--- src/rtl/alu_share_arbiter.sv ---
// Two-requester front end for one shared combinational ALU: round-robin grant,
// one execute cycle, then the captured result is returned over valid/ready.
module alu_share_arbiter #(
    parameter int data_width = 16,
    parameter int func_width = 4
) (
    input  logic                  clk,
    input  logic                  reset_n,
    input  logic                  req0_valid,
    output logic                  req0_ready,
    input  logic [data_width-1:0] req0_A,
    input  logic [data_width-1:0] req0_B,
    input  logic [func_width-1:0] req0_func,
    input  logic                  req1_valid,
    output logic                  req1_ready,
    input  logic [data_width-1:0] req1_A,
    input  logic [data_width-1:0] req1_B,
    input  logic [func_width-1:0] req1_func,
    output logic [data_width-1:0] alu_A,
    output logic [data_width-1:0] alu_B,
    output logic [func_width-1:0] alu_func,
    input  logic [data_width-1:0] alu_C,
    input  logic                  alu_ovf,
    output logic                  rsp_valid,
    input  logic                  rsp_ready,
    output logic                  rsp_id,
    output logic [data_width-1:0] rsp_C,
    output logic                  rsp_ovf,
    output logic                  ovf_sticky,
    input  logic                  ovf_clr,
    output logic [15:0]           op_count
);

    typedef enum logic [1:0] {IDLE, EXEC, RESP} state_t;

    state_t                state_q, state_d;
    logic                  last_grant_q, last_grant_d;
    logic [data_width-1:0] a_q, a_d;
    logic [data_width-1:0] b_q, b_d;
    logic [func_width-1:0] func_q, func_d;
    logic                  id_q, id_d;
    logic [data_width-1:0] rsp_c_q, rsp_c_d;
    logic                  rsp_ovf_q, rsp_ovf_d;
    logic                  rsp_valid_q, rsp_valid_d;
    logic                  sticky_q, sticky_d;
    logic [15:0]           count_q, count_d;

    logic grant;
    logic in_idle;

    // On contention the requester that did not win last time gets the ALU.
    always_comb begin
        grant      = (req0_valid && req1_valid) ? ~last_grant_q : req1_valid;
        in_idle    = (state_q == IDLE);
        req0_ready = in_idle && req0_valid && !grant;
        req1_ready = in_idle && req1_valid && grant;
    end

    always_comb begin
        state_d      = state_q;
        last_grant_d = last_grant_q;
        a_d          = a_q;
        b_d          = b_q;
        func_d       = func_q;
        id_d         = id_q;
        rsp_c_d      = rsp_c_q;
        rsp_ovf_d    = rsp_ovf_q;
        rsp_valid_d  = rsp_valid_q;
        sticky_d     = ovf_clr ? 1'b0 : sticky_q;
        count_d      = count_q;

        case (state_q)
            IDLE: begin
                if (req0_ready || req1_ready) begin
                    a_d     = grant ? req1_A    : req0_A;
                    b_d     = grant ? req1_B    : req0_B;
                    func_d  = grant ? req1_func : req0_func;
                    id_d    = grant;
                    state_d = EXEC;
                end
            end
            EXEC: begin
                rsp_c_d     = alu_C;
                rsp_ovf_d   = alu_ovf;
                // A capture with overflow overrides a simultaneous clear.
                if (alu_ovf) begin
                    sticky_d = 1'b1;
                end
                rsp_valid_d = 1'b1;
                state_d     = RESP;
            end
            RESP: begin
                if (rsp_ready) begin
                    rsp_valid_d  = 1'b0;
                    last_grant_d = id_q;
                    count_d      = count_q + 16'd1;
                    state_d      = IDLE;
                end
            end
            default: begin
                rsp_valid_d = 1'b0;
                state_d     = IDLE;
            end
        endcase
    end

    always_ff @(posedge clk or negedge reset_n) begin
        if (!reset_n) begin
            state_q      <= IDLE;
            last_grant_q <= 1'b1;
            a_q          <= '0;
            b_q          <= '0;
            func_q       <= '0;
            id_q         <= 1'b0;
            rsp_c_q      <= '0;
            rsp_ovf_q    <= 1'b0;
            rsp_valid_q  <= 1'b0;
            sticky_q     <= 1'b0;
            count_q      <= 16'd0;
        end else begin
            state_q      <= state_d;
            last_grant_q <= last_grant_d;
            a_q          <= a_d;
            b_q          <= b_d;
            func_q       <= func_d;
            id_q         <= id_d;
            rsp_c_q      <= rsp_c_d;
            rsp_ovf_q    <= rsp_ovf_d;
            rsp_valid_q  <= rsp_valid_d;
            sticky_q     <= sticky_d;
            count_q      <= count_d;
        end
    end

    assign alu_A      = a_q;
    assign alu_B      = b_q;
    assign alu_func   = func_q;
    assign rsp_valid  = rsp_valid_q;
    assign rsp_id     = id_q;
    assign rsp_C      = rsp_c_q;
    assign rsp_ovf    = rsp_ovf_q;
    assign ovf_sticky = sticky_q;
    assign op_count   = count_q;

endmodule

--- config.mk ---
export PLATFORM = sky130hd
export DESIGN_NAME = alu_share_arbiter
export DESIGN_NICKNAME = d
export VERILOG_FILES = /design/src/rtl/alu_share_arbiter.sv
export SDC_FILE = /design/constraint.sdc
export NUM_CORES = 1
export LEC_CHECK = 0
export CAP_MARGIN = 20
export CORE_MARGIN = 2
export CORE_UTILIZATION = 36
export CTS_CLUSTER_DIAMETER = 30
export CTS_CLUSTER_SIZE = 8
export DETAILED_ROUTE_END_ITERATION = 8
export GPL_ROUTABILITY_DRIVEN = 0
export GPL_TIMING_DRIVEN = 0
export PLACE_DENSITY = 0.84
export SYNTH_ARGS = -nofsm -noshare
export SYNTH_HDL_FRONTEND = slang
export SYNTH_SLANG_ARGS = --single-unit
--- constraint.sdc ---
create_clock -name clk -period 1.4 [get_ports clk]
set_input_delay 0.21 -clock clk [delete_from_list [all_inputs] [get_ports clk]]
set_output_delay 0.21 -clock clk [all_outputs]
set_load 0.005 [all_outputs]
**Word level (Yosys, flattened, before mapping)**

Cells that the tools add are included.

- $add $sub $neg: 1
- Reductions and logical operators: 12
- $mul: 0
- Equality and inequality tests: 4
- Magnitude comparators: 0
- Bitwise operators: 2
- Divide/modulo/power cells: 0
- Shifts and indexed selects: 0
- Multiplexer cells: 12

Operator list:

| cell | count |
|---|---|
| 16-bit 2-to-1 mux | 2 |
| 16-bit by 1-bit adder with 16-bit output, second input constant | 1 |
| 2-bit AND reduction | 4 |
| 2-bit one-hot mux with 3 select lines | 1 |
| 1-bit logical AND | 5 |
| 1-bit 2-to-1 mux | 5 |
| 2-bit 2-to-1 mux | 2 |
| 4-bit 2-to-1 mux | 1 |
| 1-bit one-hot mux with 3 select lines | 1 |
| 2-bit by 1-bit == test with 1-bit output, second input constant | 1 |
| 2-bit == test, second input constant | 1 |
| 2-bit zero test | 1 |
| 2-bit by 1-bit != test with 1-bit output, second input constant | 1 |
| 2-bit != test, second input constant | 1 |
| 1-bit inverter | 2 |
| 1-bit zero test | 1 |
| 1-bit logical OR | 1 |

- Logic and storage cells: 42
- Register bits after elaboration: 75
- Bits in writable memories: 0
- Memories: 0
- Output and inout bits: 74
- Latch bits: 0
- Bits in read-only memories: 0

**Depth between registers and ports, before layout**

- Depth after elaboration: 7
- Depth in mapped cells: 6
- Gate-level depth less buffers: 5

**Worst setup path after synthesis**

Ideal clock, no wire load.

- Path type: reg2reg
- From: reg state_q[1]
- To: reg rsp_c_q[10] (netlist: rsp_C[10])
- Stages on the path, launching flop included: 5
- Arrival time: 1.313 ns
- Setup time: 0.125 ns
- Setup slack: -0.038 ns
- Path through: dfrtp_1 > and2b_2 > buf_4 > buf_2 > mux2_2

- Word-level cells in the longest chain between the ends: 1

RTL lines:

| element | RTL line | source |
|---|---|---|
| start, declared | 36 | `state_t state_q, state_d;` |
| start signal, assigned | 121 | `state_q <= state_d;` |
| 2-bit by 1-bit == test with 1-bit output | 72 | `case (state_q)` |
| end signal, assigned | 127 | `rsp_c_q <= rsp_c_d;` |
| end, declared | 42 | `logic [data_width-1:0] rsp_c_q, rsp_c_d;` |

Every way passes these cells.
A chain may end at the register's enable or synchronous reset.

**Worst setup path in the final report**

- From: reg last_grant_q
- To: out req0_ready

- Word-level cells in the longest chain between the ends: 4

RTL lines:

| element | RTL line | source |
|---|---|---|
| start, declared | 37 | `logic last_grant_q, last_grant_d;` |
| start signal, assigned | 122 | `last_grant_q <= last_grant_d;` |
| 1-bit inverter | 53 | `grant = (req0_valid && req1_valid) ? ~last_grant_q : req1_valid;` |
| 1-bit 2-to-1 mux | 53 |  |
| 1-bit zero test | 55 | `req0_ready = in_idle && req0_valid && !grant;` |
| 1-bit logical AND | 55 |  |
| end, declared | 10 | `output logic req0_ready,` |

Every way passes these cells.

==> flow_summary_export.csv <==
group,metric,value,unit
worst_hold_path,holdCritPathClass,"in2async",
yosys,synth_nets,376,
floorplanning,die_x,98.9,um
timing,maxSlewHeadroom,0.671,
pwr,peakVddDrop,0.847,mV
global_routing,grt_pass1_wl,14900,um
setup_path,path_cells,"a21boi_4, buf_6, buf_8, nor2_4, buf_6",
timing,hold_viol,0,
run_status,status,"finished, violations left",
clock_network,cts_num_sinks,75,
timing,clock_skew,0.0125,ns
setup_path,crit_path_start_kind,"register",
yosys,ys_async_sr_fraction,1.00,
drt,drc,0,
yosys,synth_flop_cell,"dfrtp_1",
global_routing,grt_max_degree,39,
setup_path,crit_top_cell,"buf_6",
timing,worst_slew_pin_slew,0.494,ns
drt,ant_nets,0,
setup_path,crit_slowest_cell,"dfstp_2",
clock_network,h-tree-depth,3,
place,port_buffers,168,
pwr,switching_share,0.322,
layout,nets,595,
yosys,synth-seq-area-share,0.580,
clock_network,cts_max_path_buffers,2,
setup_path,cp.required,1.19,ns
floorplanning,num_rows,34,
timing,rsz0062_at_grt,"yes",
clock_network,numCtsBuffers,9,
pwr,p_leak,2.70,nW
floorplanning,die_h,98.9,um
pwr,comb_power_share,0.459,
yosys,synth-edff-count,0,
drt,drtPass1Iterations,4,
timing,min_period_over_period,1.13,
layout,final_common_cell,"clkdlybuf4s50_1",
timing,fmax,631,MHz
pwr,p_int,0.00676,W
pwr,p_sw,0.00321,W
layout,final_cell_mix,"clkdlybuf4s50_1, dfrtp_1, dlygate4sd2_1",
yosys,ys_ff_latch,75,
yosys,syn_area,3240,um^2
place,dp_hpwl,6530,um
setup_path,arrival,1.38,ns
clock_network,cts_root_buf,"clkbuf_8",
timing,fin_ws,-0.186,ns
yosys,synth.distinct_cells,32,
pwr,p_seq_frac,0.360,
drt,routed_wl,9390,um
layout,drive_gt1_frac,0.222,
drt,dr.first_iter.drc_count,31,
floorplanning,io_pins,169,
global_routing,overflow,0,
global_routing,grt_usage,0.192,
clock_network,clk_pin_slew_worst_paths,0.08,ns
pwr,power_density,1730,nW/um^2
timing,drv_slew,0,
floorplanning,die_area,9770,um^2
yosys,yosysWarnings,0,
setup_path,critPathMaxFanout,4,
drt,viasPerCell,4.83,
global_routing,grt_antenna_before_repair,0,
setup_path,max_stage_delay,0.56,ns
yosys,synthTopCellsByArea,"dfrtp_1, mux2i_1, a21oi_1",
yosys,avgSynthCellArea,11.6,um^2
floorplanning,initial_core_util,0.371,
yosys,netlist_instances,280,
pwr,p_clk_frac,0.181,
layout,antenna_cells,0,
drt,wl_per_cell,15.3,um
timing,setup_viol,25,
layout,final_cells,612,
run_status,violations,"negative setup slack",
clock_network,cts_tree,"built",
clock_network,clkLatencyLatePin,0.34,ns
layout,area_growth,78.3,%
setup_path,end_kind,"output pin",
setup_path,critPathKind,"reg2out",
yosys,synth_top_cell_area_share,0.572,
floorplanning,coreArea,8720,um^2
flow_run,cap_violations,0,
place,pre_cts_ws,-0.888,ns
place,dp_cells,557,
timing,fin_crit,1.59,ns
yosys,yosys.area.top_type,"dfrtp_1",
layout,fill_cells,687,
drt,vias,2953,
global_routing,grt_pass1_vias,3065,
## Yosys cell counts, drive strengths merged, types with 3 or more instances
| cell type | number |
|---|---|
| xor2 | 7 |
| mux2 | 16 |
| nand2 | 14 |
| xnor2 | 8 |
| nor2 | 42 |
| a21oi | 36 |
| nor3 | 3 |
| mux2i | 36 |
| o21ai | 3 |
| nand3 | 6 |
| buf | 12 |
| dfrtp | 74 |
## per-layer routing
metal | wire length (um) | vias to the layer above | GRT usage
met1 | 3640 | 1448 | 0.220
met5 | 0 | - | 0
li1 | - | 1396 | -
met3 | 571 | 11 | 0.0532
met4 | 104 | 0 | 0.0611
met2 | 5070 | 98 | 0.347
## power groups by stage
stage / sequential (W) / combinational (W) / clock [W]
3_5_place_dp: 0.00369 / 0.00431 / 0
2_1_floorplan: 0.00371 / 0.00168 / 0
5_1_grt: 0.00372 / 0.00499 / 0.00196
6_report: 0.00359 / 0.00457 / 0.00180
4_1_cts: 0.00356 / 0.00431 / 0.00186
3_3_place_gp: 0.00363 / 0.00422 / 0
## worst max-delay path: cells and delay by family (launching register included)
kind	cells	cell delay (ns)
flip-flops	1	0.56
AND/OR/NAND/NOR	1	0.07
buffers and inverters	3	0.34
AO/OA/AOI/OAI	1	0.07
## worst paths after layout
check	start	end	slack (ns)	depth (start not counted)
min reg2reg	rsp_valid	rsp_valid	0.50	1
min	reset_n	op_count[6]	0.37	2
max	last_grant_q	req0_ready	-0.19	5
max reg2reg	last_grant_q	alu_A[8]	-0.14	7
max in group asynchronous	reset_n	last_grant_q	0.39	3
min in group clk	ovf_clr	ovf_sticky	0.44	2
## state kept, by name (all words and copies together), names as in the netlist, 2 cells and up
| register | count |
|---|---|
| alu_A | 16 |
| rsp_C | 16 |
| state_q | 2 |
| alu_B | 16 |
| alu_func | 4 |
| op_count | 16 |
## per-stage QoR
stage	instance area [um^2]	setup TNS [ns]	hold WS, ns	total power [W]	util
global placement	5060	-204.30	0.453	0.00785	0.580
global route	5770	-4.50	0.394	0.0107	0.662
detailed placement	5080	-23.58	0.207	0.00800	0.582
floorplan	3240	-0.00981	-0.0856	0.00539	-
CTS	5610	-3.60	0.372	0.00973	0.643
finish	5770	-2.16	0.368	0.00996	0.662
## cell type report
class	instances	area, um^2	area share
Buffer	12	131	0.0228
Multi-Input combinational cell	189	1400	0.242
Inverter	2	7.51	0.00130
Clock inverter	6	90.1	0.0156
Sequential cell	75	1880	0.325
Clock buffer	10	128	0.0221
Tap cell	108	135	0.0234
Timing Repair Buffer	210	2010	0.348
## repair_timing
| action | CTS | global route |
|---|---|---|
| setup buffers | 32 | 6 |
| gates resized for setup | 114 | 29 |
| endpoints found under the setup margin | 124 | 54 |
| hold buffers | 1 | 0 |
| pin swaps | 10 | 21 |
| cloned | 2 | 0 |
| endpoints found under the hold margin | 37 | 0 |
## kinds of logic (layout without fill, tap and decap cells)
kind of cell / Yosys count / in the layout / synth area share
AO/OA/AOI/OAI: 43 / 43 / 0.0695
AND/OR/NAND/NOR: 78 / 78 / 0.115
adder cells (fa/ha/maj): 1 / 1 / 0.00386
multiplexers: 52 / 52 / 0.167
XOR/XNOR: 15 / 15 / 0.0406
flip-flops: 75 / 75 / 0.580
buffers and inverters: 16 / 240 / 0.0243
No activity file was read; power rests on OpenSTA's default activity.
